===== config.mk =====
export PLATFORM = sky130hd
export DESIGN_NAME = mmio_uart_tx
export DESIGN_NICKNAME = d
export VERILOG_FILES = /design/src/rtl/mmio_uart_tx_pkg.sv /design/src/rtl/mmio_uart_tx_sync_fifo.sv /design/src/rtl/mmio_uart_tx.sv
export SDC_FILE = /design/constraint.sdc
export NUM_CORES = 1
export LEC_CHECK = 0
export CORE_MARGIN = 3
export CORE_UTILIZATION = 55
export CTS_CLUSTER_SIZE = 10
export DETAILED_ROUTE_END_ITERATION = 8
export HOLD_SLACK_MARGIN = 0.03
export PLACE_DENSITY = 0.9
export SYNTH_ARGS = -nofsm -noshare
export SYNTH_HDL_FRONTEND = slang
export SYNTH_SLANG_ARGS = --single-unit
export TNS_END_PERCENT = 1

===== constraint.sdc =====
create_clock -name clk -period 5.65 [get_ports clk]
set_clock_uncertainty 0.1 [all_clocks]
set_input_delay 0.565 -clock clk [delete_from_list [all_inputs] [get_ports clk]]
set_output_delay 0.565 -clock clk [all_outputs]
set_load 0.05 [all_outputs]

===== src/rtl/mmio_uart_tx_pkg.sv =====
// -----------------------------------------------------------------------------
// mmio_uart_tx_pkg
//   Shared bus package for the memory-mapped responders. It holds the register
//   offsets, the STATUS bit positions, the mem_data_width encodings, the UART
//   transmitter state type and the read-data sizing helper.
// -----------------------------------------------------------------------------
package mmio_uart_tx_pkg;

    // Register offsets, decoded on address[3:0]
    localparam logic [3:0] REG_TXDATA  = 4'h0;
    localparam logic [3:0] REG_STATUS  = 4'h4;
    localparam logic [3:0] REG_BAUDDIV = 4'h8;
    localparam logic [3:0] REG_RSVD    = 4'hC;

    // STATUS bit positions
    localparam int ST_BUSY      = 0;
    localparam int ST_FULL      = 1;
    localparam int ST_EMPTY     = 2;
    localparam int ST_OVERFLOW  = 3;
    localparam int ST_COUNT_LSB = 8;

    // mem_data_width encodings; 2'b11 is handled as a word access
    localparam logic [1:0] WIDTH_BYTE = 2'b00;
    localparam logic [1:0] WIDTH_HALF = 2'b01;
    localparam logic [1:0] WIDTH_WORD = 2'b10;

    typedef enum logic [1:0] {
        TX_IDLE  = 2'd0,
        TX_START = 2'd1,
        TX_DATA  = 2'd2,
        TX_STOP  = 2'd3
    } tx_state_e;

    // Masks a value to the access width and sign- or zero-extends it.
    function automatic logic [31:0] size_read(input logic [31:0] value,
                                              input logic [1:0]  width,
                                              input logic        sign_ext);
        case (width)
            WIDTH_BYTE: return sign_ext ? {{24{value[7]}}, value[7:0]}
                                        : {24'h0, value[7:0]};
            WIDTH_HALF: return sign_ext ? {{16{value[15]}}, value[15:0]}
                                        : {16'h0, value[15:0]};
            default:    return value;
        endcase
    endfunction

endpackage


===== src/rtl/mmio_uart_tx_sync_fifo.sv =====
// -----------------------------------------------------------------------------
// sync_fifo
//   Single-clock show-ahead FIFO. o_data always presents the oldest entry.
//   A push while full is accepted only when a pop happens in the same cycle.
// Ports:
//   clk, reset        clock, synchronous active-high reset
//   i_push, i_data    write request and data
//   i_pop             remove the head entry (ignored when empty)
//   o_data            head entry
//   o_full, o_empty   occupancy flags
//   o_count           number of stored entries (0..DEPTH)
// -----------------------------------------------------------------------------
module sync_fifo #(
    parameter int DEPTH = 8,
    parameter int WIDTH = 8
) (
    input  logic                     clk,
    input  logic                     reset,
    input  logic                     i_push,
    input  logic [WIDTH-1:0]         i_data,
    input  logic                     i_pop,
    output logic [WIDTH-1:0]         o_data,
    output logic                     o_full,
    output logic                     o_empty,
    output logic [$clog2(DEPTH):0]   o_count
);

    localparam int AW = $clog2(DEPTH);

    logic [WIDTH-1:0] r_mem [DEPTH];
    logic [AW-1:0]    r_wr_ptr;
    logic [AW-1:0]    r_rd_ptr;
    logic [AW:0]      r_count;

    logic w_do_pop;
    logic w_do_push;

    assign w_do_pop  = i_pop & ~o_empty;
    assign w_do_push = i_push & (~o_full | w_do_pop);

    // NOTE: the storage array has no reset; only pointers and count do, so
    // stale entries are never visible and the array can map to plain RAM.
    always_ff @(posedge clk) begin
        if (w_do_push) begin
            r_mem[r_wr_ptr] <= i_data;
        end
    end

    // Pointers wrap naturally because DEPTH is a power of two.
    always_ff @(posedge clk) begin
        if (reset) begin
            r_wr_ptr <= '0;
            r_rd_ptr <= '0;
            r_count  <= '0;
        end else begin
            if (w_do_push) r_wr_ptr <= r_wr_ptr + 1'b1;
            if (w_do_pop)  r_rd_ptr <= r_rd_ptr + 1'b1;
            case ({w_do_push, w_do_pop})
                2'b10:   r_count <= r_count + 1'b1;
                2'b01:   r_count <= r_count - 1'b1;
                default: r_count <= r_count;
            endcase
        end
    end

    assign o_data  = r_mem[r_rd_ptr];
    assign o_full  = (r_count == (AW+1)'(DEPTH));
    assign o_empty = (r_count == '0);
    assign o_count = r_count;

endmodule


===== src/rtl/mmio_uart_tx.sv =====
// -----------------------------------------------------------------------------
// mmio_uart_tx
//   Memory-mapped UART transmitter: TXDATA push, STATUS (W1C overflow),
//   BAUDDIV, a TX FIFO and an 8N1 serializer.
// Ports:
//   clk, reset                 clock, synchronous active-high reset
//   write_enable, read_enable  bus requests, held until mem_ready
//   mem_signed_read            sign-extend sub-word reads
//   mem_data_width             00 byte, 01 half, 10/11 word
//   address, data_in           byte address (bits [3:0] decoded), write data
//   data_out                   read data, zero except while mem_ready=1
//   mem_ready                  one-cycle access-complete pulse
//   tx                         serial output, idle high
// -----------------------------------------------------------------------------
module mmio_uart_tx
    import mmio_uart_tx_pkg::*;
#(
    parameter int CLK_DIV_RESET = 434,
    parameter int FIFO_DEPTH    = 8
) (
    input  logic        clk,
    input  logic        reset,
    input  logic        write_enable,
    input  logic        read_enable,
    input  logic        mem_signed_read,
    input  logic [1:0]  mem_data_width,
    input  logic [31:0] address,
    input  logic [31:0] data_in,
    output logic [31:0] data_out,
    output logic        mem_ready,
    output logic        tx
);

    localparam int CW = $clog2(FIFO_DEPTH) + 1;

    // Bus side
    logic        r_mem_ready;
    logic        r_wait_release;
    logic [31:0] r_data_out;
    logic [15:0] r_bauddiv;
    logic        r_overflow;

    // Serializer
    tx_state_e   r_state;
    logic [15:0] r_div;
    logic [15:0] r_cnt;
    logic [2:0]  r_bit_idx;
    logic [7:0]  r_shift;
    logic        r_tx;

    logic          w_req;
    logic          w_accept;
    logic [3:0]    w_addr;
    logic [31:0]   w_wdata;
    logic          w_wr_txdata;
    logic          w_wr_status;
    logic          w_wr_baud;
    logic [31:0]   w_status;
    logic [31:0]   w_reg_rdata;
    logic          w_push;
    logic          w_pop;
    logic          w_bit_end;
    logic [15:0]   w_div_load;
    logic [7:0]    w_fifo_data;
    logic          w_fifo_full;
    logic          w_fifo_empty;
    logic [CW-1:0] w_fifo_count;
    logic          w_unused_bits;

    // An access is taken once; the enable must drop before the next one is
    // accepted, so a request held for many cycles still completes once.
    assign w_req    = write_enable | read_enable;
    assign w_accept = w_req & ~r_mem_ready & ~r_wait_release;
    assign w_addr   = address[3:0];
    assign w_wdata  = size_read(data_in, mem_data_width, 1'b0);

    // write_enable wins when both enables are high
    assign w_wr_txdata = w_accept & write_enable & (w_addr == REG_TXDATA);
    assign w_wr_status = w_accept & write_enable & (w_addr == REG_STATUS);
    assign w_wr_baud   = w_accept & write_enable & (w_addr == REG_BAUDDIV);

    // A full FIFO still takes the byte if the serializer pops this cycle.
    assign w_push = w_wr_txdata & (~w_fifo_full | w_pop);

    assign w_unused_bits = ^{address[31:4], w_wdata[31:16]};

    // NOTE: every output of a combinational block gets a default first, so
    // no path through the case leaves it unassigned and infers a latch.
    always_comb begin
        w_status                      = '0;
        w_status[ST_BUSY]             = (r_state != TX_IDLE);
        w_status[ST_FULL]             = w_fifo_full;
        w_status[ST_EMPTY]            = w_fifo_empty;
        w_status[ST_OVERFLOW]         = r_overflow;
        w_status[ST_COUNT_LSB +: 8]   = 8'(w_fifo_count);
    end

    always_comb begin
        w_reg_rdata = '0;
        case (w_addr)
            REG_STATUS:  w_reg_rdata = w_status;
            REG_BAUDDIV: w_reg_rdata = {16'h0, r_bauddiv};
            default:     w_reg_rdata = '0;
        endcase
    end

    // NOTE: state is updated with non-blocking assignments so every register
    // sees the pre-edge values of the others, matching the flop hardware.
    always_ff @(posedge clk) begin
        if (reset) begin
            r_mem_ready    <= 1'b0;
            r_wait_release <= 1'b0;
            r_data_out     <= '0;
            r_bauddiv      <= 16'(CLK_DIV_RESET);
            r_overflow     <= 1'b0;
        end else begin
            r_mem_ready <= w_accept;
            r_data_out  <= (w_accept & ~write_enable)
                         ? size_read(w_reg_rdata, mem_data_width, mem_signed_read)
                         : '0;

            if (w_accept)   r_wait_release <= 1'b1;
            else if (!w_req) r_wait_release <= 1'b0;

            if (w_wr_baud) r_bauddiv <= w_wdata[15:0];

            if (w_wr_txdata && w_fifo_full && !w_pop) begin
                r_overflow <= 1'b1;
            end else if (w_wr_status && data_in[ST_OVERFLOW]) begin
                r_overflow <= 1'b0;
            end
        end
    end

    sync_fifo #(
        .DEPTH (FIFO_DEPTH),
        .WIDTH (8)
    ) u_fifo (
        .clk     (clk),
        .reset   (reset),
        .i_push  (w_push),
        .i_data  (data_in[7:0]),
        .i_pop   (w_pop),
        .o_data  (w_fifo_data),
        .o_full  (w_fifo_full),
        .o_empty (w_fifo_empty),
        .o_count (w_fifo_count)
    );

    // A divisor of zero would never end a bit period, so it runs as one.
    assign w_div_load = (r_bauddiv == 16'd0) ? 16'd1 : r_bauddiv;
    assign w_bit_end  = (r_cnt == r_div - 16'd1);

    // The empty flag is registered, so a byte pushed into an empty FIFO is
    // popped on the following cycle, never the same one.
    assign w_pop = ~w_fifo_empty &
                   ((r_state == TX_IDLE) | ((r_state == TX_STOP) & w_bit_end));

    always_ff @(posedge clk) begin
        if (reset) begin
            r_state   <= TX_IDLE;
            r_div     <= 16'd1;
            r_cnt     <= '0;
            r_bit_idx <= '0;
            r_shift   <= '0;
            r_tx      <= 1'b1;
        end else begin
            case (r_state)
                TX_IDLE: begin
                    r_tx <= 1'b1;
                    if (w_pop) begin
                        r_shift <= w_fifo_data;
                        r_div   <= w_div_load;
                        r_cnt   <= '0;
                        r_tx    <= 1'b0;
                        r_state <= TX_START;
                    end
                end
                TX_START: begin
                    if (w_bit_end) begin
                        r_cnt     <= '0;
                        r_bit_idx <= '0;
                        r_tx      <= r_shift[0];
                        r_state   <= TX_DATA;
                    end else begin
                        r_cnt <= r_cnt + 16'd1;
                    end
                end
                TX_DATA: begin
                    if (w_bit_end) begin
                        r_cnt <= '0;
                        if (r_bit_idx == 3'd7) begin
                            r_tx    <= 1'b1;
                            r_state <= TX_STOP;
                        end else begin
                            r_bit_idx <= r_bit_idx + 3'd1;
                            r_shift   <= {1'b0, r_shift[7:1]};
                            r_tx      <= r_shift[1];
                        end
                    end else begin
                        r_cnt <= r_cnt + 16'd1;
                    end
                end
                TX_STOP: begin
                    if (w_bit_end) begin
                        r_cnt <= '0;
                        if (w_pop) begin
                            // Back-to-back frame: reload without visiting IDLE
                            r_shift <= w_fifo_data;
                            r_div   <= w_div_load;
                            r_tx    <= 1'b0;
                            r_state <= TX_START;
                        end else begin
                            r_state <= TX_IDLE;
                        end
                    end else begin
                        r_cnt <= r_cnt + 16'd1;
                    end
                end
                default: r_state <= TX_IDLE;
            endcase
        end
    end

    assign data_out  = r_data_out;
    assign mem_ready = r_mem_ready;
    assign tx        = r_tx;

endmodule


==> impl_metrics.env <==
export IMPL_timing_worst_setup_path_type="reg2reg"
export IMPL_place_area_sq_um=8148
export IMPL_cp_arrival_ns=5.39
export IMPL_ff2ff_setup_slack_ns=0.53
export IMPL_cts_setup_buffers=0
export IMPL_drt_iter0_markers=803
export IMPL_grt_pass1_vias=5902
export IMPL_syn_cell_area_sq_um=7527
export IMPL_fmax_ghz=0.1951
export IMPL_die_x_um=123.0
export IMPL_antenna_found_initial=0
export IMPL_min_to="r_overflow"
export IMPL_area_growth_pct=16.36
export IMPL_io_buffers=60
export IMPL_syn_nets=797
export IMPL_n_fill_cell=895
export IMPL_dp_hpwl_um=12180
export IMPL_start_util=0.5662
export IMPL_ys_ff_latch=159
export IMPL_core_rowCount=42
export IMPL_via_per_inst=6.374
export IMPL_end_kind="flip-flop"
export IMPL_pin_count=105
export IMPL_cts_root_buf="clkbuf_16"
export IMPL_syn_mean_instance_area_sq_um=10.57
export IMPL_netlist_instances=712
export IMPL_setup_viol=0
export IMPL_reg2reg_to="u_fifo.o_count[3]"
export IMPL_clk_path_buf_depth=2
export IMPL_layout_nets=833
export IMPL_drv_slew=0
export IMPL_htree_levels=4
export IMPL_status="finished clean"
export IMPL_grt_overflow_total=0
export IMPL_synth_distinct_cells=72
export IMPL_antenna_cells=0
export IMPL_r2r_start="r_div[0]"
export IMPL_core_sq_um=13300
export IMPL_drive_above_1_share=0.1025
export IMPL_ir_drop_v=0.0004020
export IMPL_holdBufCountCts=0
export IMPL_path_max_fanout=12
export IMPL_synth_async_reset_ratio=0
export IMPL_die_area_sq_um=15130
export IMPL_critPathRequiredTime_ns=5.91
export IMPL_cts_sinks=159
export IMPL_cts_resized=0
export IMPL_fin_area_sq_um=8758
export IMPL_drt_wl_total_um=18870
export IMPL_max_slew_margin=0.1388
export IMPL_track_usage=0.2597
export IMPL_holdCritStartpoint="r_overflow"
export IMPL_rr_worst_depth=16
export IMPL_cts_buffers=17
export IMPL_ys_seq_area_frac=0.5080
export IMPL_cts_tree="done"
export IMPL_first_pass_iters=6
export IMPL_rsz0062_at_grt="false"
export IMPL_grt_pass1_wl_um=30220
export IMPL_die_y_um=123.0
export IMPL_synth_edff_count=64
export IMPL_worstMarginPinSlew_ns=1.284
export IMPL_hold_class="reg2reg"
export IMPL_ys_warn_count=0
export IMPL_wire_per_inst_um=20.13
export IMPL_post_route_min_period_ns=5.125
export IMPL_maxCapViolCount=0
export IMPL_fin_crit_sh=0.9070
export IMPL_tns_ns=0
export IMPL_clock_latency_ns=0.43
export IMPL_globalplace_congestion=0.8743
export IMPL_p_leak_nw=3.021
export IMPL_critPathLaunchType="flip-flop"
export IMPL_detail_route_antenna_nets=0
export IMPL_vias=5972
export IMPL_synth_flop_cell="dfxtp_1"
export IMPL_drc=0
export IMPL_power_density_nw_per_um2=438.4
export IMPL_clk_pin_slew_worst_paths_ns=0.06
export IMPL_holdPathStages=2
export IMPL_hold_viol=0
export IMPL_grt_max_degree=53
-- power by group --
part	switching (mW)	internal, mW	total (mW)
clock	0.468	0.706	1.17
sequential	0.115	1.26	1.37
combinational	0.790	0.501	1.29
-- layer usage --
metal,vias to the layer above,global-route usage,part of all wire
met4,0,0.1149,0.034
met2,330,0.4322,0.50
met1,2886,0.3249,0.38
met5,-,0,0
met3,71,0.05993,0.078
li1,2685,-,-
-- how the worst max path moves through the flow --
stage | startpoint | to | slack [ns] | cells after the start
floorplan | r_div[0] | u_fifo.r_mem[2][0] | 1.45 | 13
global placement | r_div[0] | u_fifo.o_count[3] | 1.05 | 16
detailed placement | r_div[0] | u_fifo.o_count[3] | 0.84 | 16
CTS | r_div[0] | u_fifo.o_count[3] | 0.62 | 16
global route | r_div[0] | u_fifo.o_count[3] | 0.32 | 16
finish | r_div[0] | u_fifo.o_count[3] | 0.53 | 16
-- kinds of logic after synthesis --
| group | after synthesis | synth area share |
|---|---|---|
| compound gates | 128 | 0.1218 |
| fa+ha+maj | 14 | 0.02427 |
| simple gates | 258 | 0.1727 |
| flops | 159 | 0.5080 |
| buf+inv | 77 | 0.04953 |
| xor+xnor | 27 | 0.03142 |
| mux | 49 | 0.09225 |
-- worst max-delay path, stage by stage, from the launching register on --
cell     delay [ns]
dfxtp_1        0.40
inv_1          0.10
ha_1           0.35
or4b_1         0.62
nor4_1         0.41
mux2i_1        0.13
a211o_1        0.34
a21bo_2        0.26
nor3_1         0.06
nor2_1         0.64
ha_1           0.35
ha_1           0.27
a21o_1         0.19
a21oi_1        0.24
xnor2_1        0.15
or3_1          0.32
a21oi_1        0.13
-- layout by cell type (no fill, tap or decap), types with 3 or more instances in the layout --
cell	synthesis	final
xnor2_1	16	16
o21ai_0	22	22
mux4_2	16	16
clkdlybuf4s50_1	0	60
or4_1	4	4
nand3_1	32	32
and2_1	3	3
a41o_1	7	7
nand3b_1	4	4
mux2i_1	30	30
edfxtp_1	64	64
mux2_2	3	3
a31oi_1	4	4
a22oi_1	8	8
nor2_1	39	39
nor3_1	17	17
nand2b_1	5	5
buf_4	15	12
inv_1	22	22
nand2_1	91	91
clkbuf_16	0	18
inv_6	0	3
a211oi_1	5	5
and3_1	18	18
nor2b_1	3	3
xor2_1	11	11
dfxtp_1	95	95
nor4b_1	5	5
nor4_1	13	13
a211oi_2	3	3
ha_1	13	13
nand4_1	5	5
o31ai_1	3	3
or3_1	5	5
a21oi_1	42	42
a211o_1	4	4
-- registers in the layout (all words and copies together) (netlist names), 4 cells and up, named ones only --
signal and flops:
u_fifo.r_mem 64, r_shift 8, u_fifo.o_count 4, r_div 16
r_cnt 16, r_bauddiv 16, data_out 17
-- final cells by class --
class                   instances  area, sq um  area share
clock buffers                  22        485.5     0.05543
inverters                      22        82.58    0.009429
multi-input cells             476         3331      0.3803
flip-flops and latches        159         3824      0.4366
well taps                     176        220.2     0.02514
repair buffers                 72        690.7     0.07886
clock inverters                10        125.1     0.01429
-- cell usage after synthesis (all sizes together), types with 4 or more instances --
| cell type | count | area share |
|---|---|---|
| a211o | 4 | 0.0047 |
| xor2 | 11 | 0.013 |
| or3 | 5 | 0.0042 |
| xnor2 | 16 | 0.019 |
| nor4 | 14 | 0.014 |
| a31oi | 4 | 0.0033 |
| a211oi | 8 | 0.010 |
| edfxtp | 64 | 0.26 |
| nor2 | 39 | 0.019 |
| inv | 22 | 0.011 |
| a22oi | 8 | 0.0080 |
| nand3 | 32 | 0.021 |
| or4 | 5 | 0.0055 |
| mux2i | 30 | 0.040 |
| dfxtp | 95 | 0.25 |
| nand2 | 92 | 0.046 |
| buf | 27 | 0.025 |
| nand4 | 5 | 0.0042 |
| a41o | 7 | 0.0093 |
| o21ai | 23 | 0.015 |
| nand2b | 5 | 0.0042 |
| nand3b | 4 | 0.0040 |
| mux4 | 16 | 0.048 |
| nor3 | 17 | 0.011 |
| clkbuf | 28 | 0.014 |
| ha | 13 | 0.022 |
| a21oi | 44 | 0.032 |
| and3 | 18 | 0.015 |
| nor4b | 5 | 0.0058 |
-- stage by stage --
step / setup WS (ns) / cells / hold WS (ns) / power, mW / utilization
2_1_floorplan: 1.454 / 712 / 0.3316 / 2.360 / -
5_1_grt: 0.3217 / 937 / 0.3968 / 3.990 / 0.6588
4_1_cts: 0.6184 / 937 / 0.3664 / 3.814 / 0.6588
6_report: 0.5252 / 937 / 0.3681 / 3.839 / 0.6588
3_3_place_gp: 1.047 / 905 / 0.3474 / 2.557 / 0.6128
3_5_place_dp: 0.8448 / 905 / 0.3571 / 2.630 / 0.6128
(Power assumes the default switching activity.)
